<file path="config.mk">
export PLATFORM = sky130hd
export DESIGN_NAME = booth_mac_seq
export DESIGN_NICKNAME = d
export VERILOG_FILES = /design/src/rtl/booth_pkg.sv /design/src/rtl/booth_pp_select.sv /design/src/rtl/booth_mac_seq.sv
export SDC_FILE = /design/constraint.sdc
export NUM_CORES = 1
export LEC_CHECK = 0
export ABC_AREA = 0
export CAP_MARGIN = 10
export CORE_MARGIN = 4
export CORE_UTILIZATION = 50
export CTS_BUF_LIST = sky130_fd_sc_hd__clkbuf_4
export CTS_CLUSTER_SIZE = 16
export DETAILED_ROUTE_END_ITERATION = 6
export PLACE_DENSITY_LB_ADDON = 0.15
export SLEW_MARGIN = 10
export SYNTH_ARGS = -nofsm -noshare
export SYNTH_HDL_FRONTEND = slang
export SYNTH_SLANG_ARGS = --single-unit
</file>
<file path="constraint.sdc">
create_clock -name clk -period 5.5 [get_ports clk]
set_clock_uncertainty 0.1 [all_clocks]
set_input_delay 1.65 -clock clk [delete_from_list [all_inputs] [get_ports clk]]
set_output_delay 1.65 -clock clk [all_outputs]
set_load 0.02 [all_outputs]
</file>
<file path="src/rtl/booth_pkg.sv">
// Shared constants, action codes and FSM states for the Booth MAC.
// Latency: n/a (declarations and a pure recoding function only).
// Backpressure: n/a.
package booth_pkg;

    localparam int OPW  = 8;
    localparam int ADW  = 16;
    localparam int RESW = 17;
    localparam int PPW  = 10;

    localparam logic [2:0] ACT_ZERO = 3'd0;
    localparam logic [2:0] ACT_POS1 = 3'd1;
    localparam logic [2:0] ACT_POS2 = 3'd2;
    localparam logic [2:0] ACT_NEG1 = 3'd3;
    localparam logic [2:0] ACT_NEG2 = 3'd4;
    localparam logic [2:0] ACT_RSVD = 3'd7;

    typedef enum logic [1:0] {
        ST_IDLE = 2'd0,
        ST_RUN  = 2'd1,
        ST_DONE = 2'd2
    } state_t;

    // Radix-4 Booth recoding of one overlapping multiplier triplet.
    function automatic logic [2:0] booth_encode(input logic [2:0] trip);
        logic [2:0] code;
        case (trip)
            3'b000, 3'b111: code = ACT_ZERO;
            3'b001, 3'b010: code = ACT_POS1;
            3'b011:         code = ACT_POS2;
            3'b100:         code = ACT_NEG2;
            default:        code = ACT_NEG1;
        endcase
        return code;
    endfunction

endpackage

</file>
<file path="src/rtl/booth_pp_select.sv">
// Selects the signed partial product (0, +-M, +-2M) for one Booth action code.
// Latency: purely combinational.
// Backpressure: none; output follows inputs.
module booth_pp_select
    import booth_pkg::*;
(
    input  logic [2:0]              action,
    input  logic signed [OPW-1:0]   multiplicand,
    output logic signed [PPW-1:0]   pp
);

    logic signed [PPW-1:0] w_m1;
    logic signed [PPW-1:0] w_m2;

    // 10 bits hold +-2*(-128) = +-256 without overflow.
    assign w_m1 = {{2{multiplicand[OPW-1]}}, multiplicand};
    assign w_m2 = {multiplicand[OPW-1], multiplicand, 1'b0};

    // Action code to partial product; reserved and unused codes give zero.
    always_comb begin
        pp = '0;
        case (action)
            ACT_POS1: pp = w_m1;
            ACT_POS2: pp = w_m2;
            ACT_NEG1: pp = -w_m1;
            ACT_NEG2: pp = -w_m2;
            default:  pp = '0;
        endcase
    end

endmodule

</file>
<file path="src/rtl/booth_mac_seq.sv">
// Sequential radix-4 Booth MAC: result = M*B + C, one Booth digit per RUN cycle.
// Latency: done pulses 5 cycles after the accepting edge; one op per 5 cycles back-to-back.
// Backpressure: start is ignored while busy; operands are captured only on accept.
module booth_mac_seq
    import booth_pkg::*;
(
    input  logic                    clk,
    input  logic                    rst,
    input  logic                    start,
    input  logic signed [OPW-1:0]   multiplicand,
    input  logic signed [OPW-1:0]   multiplier,
    input  logic signed [ADW-1:0]   addend,
    output logic                    busy,
    output logic                    done,
    output logic signed [RESW-1:0]  result,
    output logic [2:0]              pp_action
);

    state_t                 r_state;
    logic [1:0]             r_step;
    logic signed [OPW-1:0]  r_m;
    logic signed [OPW-1:0]  r_b;
    logic signed [RESW-1:0] r_acc;
    logic signed [RESW-1:0] r_result;

    logic [2:0]             w_trip;
    logic signed [PPW-1:0]  w_pp;
    logic signed [RESW-1:0] w_pp_ext;
    logic signed [RESW-1:0] w_pp_sh;
    logic signed [RESW-1:0] w_acc_nxt;

    // Overlapping triplet {B[2i+1], B[2i], B[2i-1]} for the current step, B[-1] = 0.
    always_comb begin
        w_trip = 3'b000;
        case (r_step)
            2'd0: w_trip = {r_b[1:0], 1'b0};
            2'd1: w_trip = r_b[3:1];
            2'd2: w_trip = r_b[5:3];
            2'd3: w_trip = r_b[7:5];
            default: w_trip = 3'b000;
        endcase
    end

    assign pp_action = (r_state == ST_RUN) ? booth_encode(w_trip) : ACT_ZERO;

    booth_pp_select u_pp_select (
        .action       (pp_action),
        .multiplicand (r_m),
        .pp           (w_pp)
    );

    // Digit weight is 4^step, i.e. a left shift by 2*step.
    assign w_pp_ext  = {{(RESW-PPW){w_pp[PPW-1]}}, w_pp};
    assign w_pp_sh   = w_pp_ext << {r_step, 1'b0};
    assign w_acc_nxt = r_acc + w_pp_sh;

    // FSM, operand capture, step counter and accumulator.
    always_ff @(posedge clk) begin
        if (rst) begin
            r_state  <= ST_IDLE;
            r_step   <= 2'd0;
            r_m      <= '0;
            r_b      <= '0;
            r_acc    <= '0;
            r_result <= '0;
        end else begin
            case (r_state)
                ST_IDLE, ST_DONE: begin
                    if (start) begin
                        r_m     <= multiplicand;
                        r_b     <= multiplier;
                        r_acc   <= {addend[ADW-1], addend};
                        r_step  <= 2'd0;
                        r_state <= ST_RUN;
                    end else begin
                        r_state <= ST_IDLE;
                    end
                end
                ST_RUN: begin
                    r_acc  <= w_acc_nxt;
                    r_step <= r_step + 2'd1;
                    if (r_step == 2'd3) begin
                        // Only the final sum is published; partial sums stay internal.
                        r_result <= w_acc_nxt;
                        r_state  <= ST_DONE;
                    end
                end
                default: r_state <= ST_IDLE;
            endcase
        end
    end

    assign busy   = (r_state == ST_RUN);
    assign done   = (r_state == ST_DONE);
    assign result = r_result;

endmodule

</file>
## Word level (Yosys, flattened, before mapping)

Index checks and enable logic that the tools add are counted.

- Add/subtract/negate cells: 4
- Equality and inequality tests: 16
- Shift-type cells: 1
- Mux-type cells: 11
- Reductions and logical operators: 10

Operator list:

| kind | count |
|---|---|
| 10-bit case mux with 4 select lines | 1 |
| 17-bit case mux with 2 select lines | 1 |
| 3-bit case mux with 4 select lines | 2 |
| 17-bit adder | 1 |
| 17-bit 2-to-1 mux | 1 |
| 17-bit by 3-bit left shift with 17-bit output | 1 |
| 3-bit by 2-bit equality test with 1-bit output (second input constant) | 4 |
| 8-bit negator with 10-bit output | 1 |
| 9-bit negator with 10-bit output | 1 |
| 3-bit equality test (second input constant) | 3 |
| 2-bit case mux with 2 select lines | 2 |
| 2-bit equality test (second input constant) | 3 |
| 3-bit by 1-bit equality test with 1-bit output (second input constant) | 2 |
| 2-bit AND reduction | 3 |
| 2-bit OR reduction | 3 |
| 2-bit by 1-bit equality test with 1-bit output (second input constant) | 2 |
| 2-bit logical NOT | 2 |
| 2-bit 2-to-1 mux | 2 |
| 3-bit logical NOT | 1 |
| 3-bit 2-to-1 mux | 1 |
| 2-bit by 1-bit adder with 2-bit output (second input constant) | 1 |
| 2-bit by 1-bit inequality test with 1-bit output (second input constant) | 1 |
| 2-bit inequality test (second input constant) | 1 |
| 2-bit nonzero test | 1 |
| 1-bit 2-to-1 mux | 1 |

- Bits in registers: 54
- Input bits: 35
- Word-level logic and storage cells: 48

## Logic depth before layout (Yosys ltp)

- Word-level depth: 11
- Depth in mapped cells: 20
- Gate-level depth less buffers: 18

## Modules after synthesis

A second synthesis with hierarchy kept.

- Cells, all modules: 508
- Area total of the unflattened synthesis: 3,804.9 µm²

Modules (own cells, without submodules):

| module | instances | cells an instance | area an instance (µm²) |
|---|---|---|---|
| booth_mac_seq | 1 | 440 | 3,374.5 |
| booth_pp_select | 1 | 68 | 430.4 |

## Least setup slack after synthesis

No wires, ideal clock.

- Kind: flip-flop to flip-flop
- Start: register r_step[0]
- End: register r_acc[16]
- Setup time: 0.120 ns
- Data arrival time: 4.704 ns
- Setup slack: 0.576 ns
- Stages on the path, launching flop included: 21
- Buffers on the path: 3
- Period minus slack after synthesis: 4.924 ns
- Cell sequence: dfxtp_1 > clkbuf_1 > inv_1 > ha_1 > a222oi_1 > a31o_1 > buf_6 > nand2_1 > a21oi_1 > o21ai_1 > mux2_2 > a221oi_1 > ha_1 > clkbuf_1 > a2111oi_0 > o21ai_0 > a21oi_1 > o41ai_1 > a31oi_1 > mux2i_1 > o21ai_1

- Longest elaborated chain between the ends: 11

RTL lines:

| element | line | text |
|---|---|---|
| start: declaration | booth_mac_seq.sv:20 | `logic [1:0] r_step;` |
| start signal: assignment | booth_mac_seq.sv:81 | `r_step <= r_step + 2'd1;` |
| 2-bit equality test (tied with other cells) | booth_mac_seq.sv:35 | `case (r_step)` |
| 3-bit case mux with 4 select lines | booth_mac_seq.sv:35 |  |
| 3-bit by 1-bit equality test with 1-bit output (tied with other cells) | booth_pkg.sv:27 | `case (trip)` |
| 2-bit OR reduction | booth_pkg.sv:27 |  |
| 3-bit case mux with 4 select lines | booth_pkg.sv:27 |  |
| 3-bit 2-to-1 mux | booth_mac_seq.sv:44 | `assign pp_action = (r_state == ST_RUN) ? booth_encode(w_trip) : ACT_ZERO;` |
| 3-bit equality test (tied with other cells) | booth_pp_select.sv:22 | `case (action)` |
| 10-bit case mux with 4 select lines | booth_pp_select.sv:22 |  |
| 17-bit by 3-bit left shift with 17-bit output * | booth_mac_seq.sv:54 | `assign w_pp_sh = w_pp_ext << {r_step, 1'b0};` |
| 17-bit adder * | booth_mac_seq.sv:55 | `assign w_acc_nxt = r_acc + w_pp_sh;` |
| 17-bit case mux with 2 select lines * | booth_mac_seq.sv:67 | `case (r_state)` |
| end signal: assignment | booth_mac_seq.sv:72 | `r_acc <= {addend[ADW-1], addend};` |
| end signal: assignment | booth_mac_seq.sv:80 | `r_acc <= w_acc_nxt;` |
| end: declaration | booth_mac_seq.sv:23 | `logic signed [RESW-1:0] r_acc;` |

Mark *: on every way between the ends. The rest lies on a longest branch, timed or not.
A chain may end at the register's enable or synchronous reset.

## Worst setup path after layout

Same ends and word-level chain as after synthesis.

==> metrics.yaml <==
hold_viol_final: 0
worstMarginPinSlew_ns: 1.199
worstPathRequired_ns: 5.66
internal_power_uw: 629.7
coreArea_sq_um: 7292
power.leakage_nw: 1.714
ios: 57
slew_headroom_pct: 20.03
ys_async_sr_fraction_pct: 0
setup_viol: 0
r2r-end: "r_acc[16]"
critPathTopFamily: "compound AO/OA/AOI/OAI gates"
cts_root_buffer: "clkbuf_4"
avgSynthCellArea_sq_um: 7.570
run_status: "finished clean"
drc: 0
ys_seq_elements: 54
nNetsFinal: 596
max_freq_ghz: 0.1978
dp_cells: 630
clkLatencyLatePin_ns: 0.38
slowest_delay_ns: 0.41
path_buf_inv: 2
std_cell_rows: 31
crit_slowest_cell: "a2111oi_0"
grt_util_all_layers_pct: 23.62
cts_tree: "done"
p_sw_share_pct: 34.23
final_cell_mix: "nand2_1 (98), clkdlybuf4s50_1 (55), dfxtp_1 (54)"
ys_types: 65
pwr-share-comb_pct: 29.9
grt_antenna_before_repair: 0
min_path_type: "register to register"
pwr-share-clk_pct: 24.7
start_kind: "register"
critPathLaunch: "r_step[0]"
crit_type: "register to register"
syn_inst: 500
grt_pass1_vias: 3431
cts_buffers: 5
max-clock-path-buffers: 2
rsz0062_at_grt: "false"
p_seq_share_pct: 45.4
viasPerCell: 5.923
grt_max_degree: 59
grt_overflow: 0
ys.flop_type: "dfxtp_1"
r2r-start: "r_step[0]"
synth_nets: 557
synth_edf_count: 0
clk_pin_slew_worst_paths_ns: 0.17
dp_hpwl_um: 7781
final_common_cell: "nand2_1"
r2r_cells: 18
end_kind: "register"
slew_violations: 0
antenna_cells: 0
cellPowerDensity_nw_per_um2: 215.3
arrival_ns: 5.21
layout.cells.non_filler: 639
syn_area_sq_um: 3785
worstSetupEndpoint: "r_acc[16]"
die_area_sq_um: 9026
crit_fanout: 11
io_buffers: 56
timing.hold.ws_ns: 0.3678
grt_pass1_wl_um: 16810
totalWireLength_um: 10650
cp_num_cells: 18
yosys_warnings: 0
antenna_left: 0
drive_gt1_share_pct: 7.407
dr_total_vias: 3785
fin_crit_ns: 5.055
irDropWorstVdd_mv: 0.1339
crit_chain: "inv_1, ha_1, a222oi_1, buf_4, a31o_1, nand2_1, a21oi_1, o21ai_1, mux2_2, a221oi_1, ha_1, a2111oi_0, o21ai_0, a21oi_1, o41ai_1, a31oi_1, mux2i_1, o21ai_1"
r2r_slack_ns: 0.44
synth-seq-area-share_pct: 28.56
start_util_pct: 51.90
drt-initial-drc-count: 230
wl_per_cell_um: 16.67
areaGrowthSynthToFinish_pct: 17.49
finalCritPeriodShare_pct: 91.91
first_pass_iters: 6
p_sw_uw: 327.7
die_x_um: 95.01
h-tree-depth: 2
finalWeightedCongestion: 0.8835
fp.dieH_um: 95.01
max_cap_viol_count: 0
fin_setup_tns_ns: 0
cts.sinks: 54
-- synth_stat cells, types with 6 or more instances --
cell      instances  area [sq um]
o21ai_1           6         30.03
a311oi_1         13         113.9
o21ai_0          12         60.06
a31oi_1          10         62.56
nand3_1           7         35.03
o21bai_1          6         45.04
a211oi_1          7         52.55
ha_1             21         262.8
nor2_1           39         146.4
inv_1            12         45.04
mux2i_1           7         70.07
a21oi_1          50         250.2
nand3b_1          6         45.04
nor3_1           19         95.09
xor2_1            6         52.55
clkbuf_1         25         93.84
xnor2_1          13         113.9
nand2_1          98         367.9
dfxtp_1          54          1081
-- flip-flops by register name, indices dropped and copies added (netlist names) --
signal / cells
r_state: 2
r_m: 8
r_b: 8
result: 17
r_step: 2
r_acc: 17
-- cell families after synthesis --
family | share of synthesized area, %
buffers and inverters | 5.884
xor gates and xnor gates | 4.397
AOI/OAI and AO/OA | 25.65
adders and majority gates | 7.471
muxes | 3.041
and+or+nand+nor | 24.99
DFF | 28.56
-- routing by layer --
metal	global-route usage [%]	wire length (um)
met4	6.490	133
met1	28.98	4726
met5	0	0
met2	42.92	5290
met3	3.108	500
-- worst min-delay path by stage --
stage	startpoint	endpoint	slack (ns)	depth (start not counted)
floorplan	r_b[2]	r_b[2]	0.34	2
global placement	result[6]	result[6]	0.35	2
detailed placement	result[14]	result[14]	0.35	2
CTS	result[12]	result[12]	0.37	2
global route	r_b[6]	r_b[6]	0.40	2
finish	result[9]	result[9]	0.37	2
-- layout make-up --
| cell class | instances | area [sq um] |
|---|---|---|
| flip-flops and latches | 54 | 1081 |
| repair buffers | 64 | 615.6 |
| fillers | 691 | 2845 |
| clock inverters | 2 | 37.54 |
| well taps | 99 | 123.9 |
| inverters | 14 | 52.55 |
| clock buffers | 6 | 45.04 |
| multi-input cells | 400 | 2491 |
-- power by group through the flow --
stage	logic [mW]	registers (mW)	clock network (mW)
6_report	0.287	0.435	0.236
5_1_grt	0.315	0.438	0.255
4_1_cts	0.282	0.434	0.240
3_5_place_dp	0.280	0.442	0
3_3_place_gp	0.277	0.442	0
2_1_floorplan	0.209	0.432	0
-- timing repair --
item,CTS,global route
buffers inserted,0,1
hold buffers,0,0
endpoints found under the setup margin,0,3
hold endpoints to repair,0,0
gates resized for setup,0,1
-- metrics by stage --
stage	worst slack [ns]	util [%]	total power, mW	area (sq um)
5_1_grt	0.005917	60.98	1.008	4447
3_3_place_gp	0.5429	59.64	0.7189	4349
3_5_place_dp	0.4091	59.64	0.7220	4349
6_report	0.4449	60.98	0.9574	4447
2_1_floorplan	0.5760	-	0.6411	3785
4_1_cts	0.3206	60.78	0.9561	4432
-- tightest hold or removal path, delay by kind of cell, from the launching register on --
family / cells / cell delay [ns]
flip-flops: 1 / 0.34
AO/OA/AOI/OAI: 1 / 0.05
AND/OR/NAND/NOR: 1 / 0.05
No activity file was read; power rests on OpenSTA's default activity.
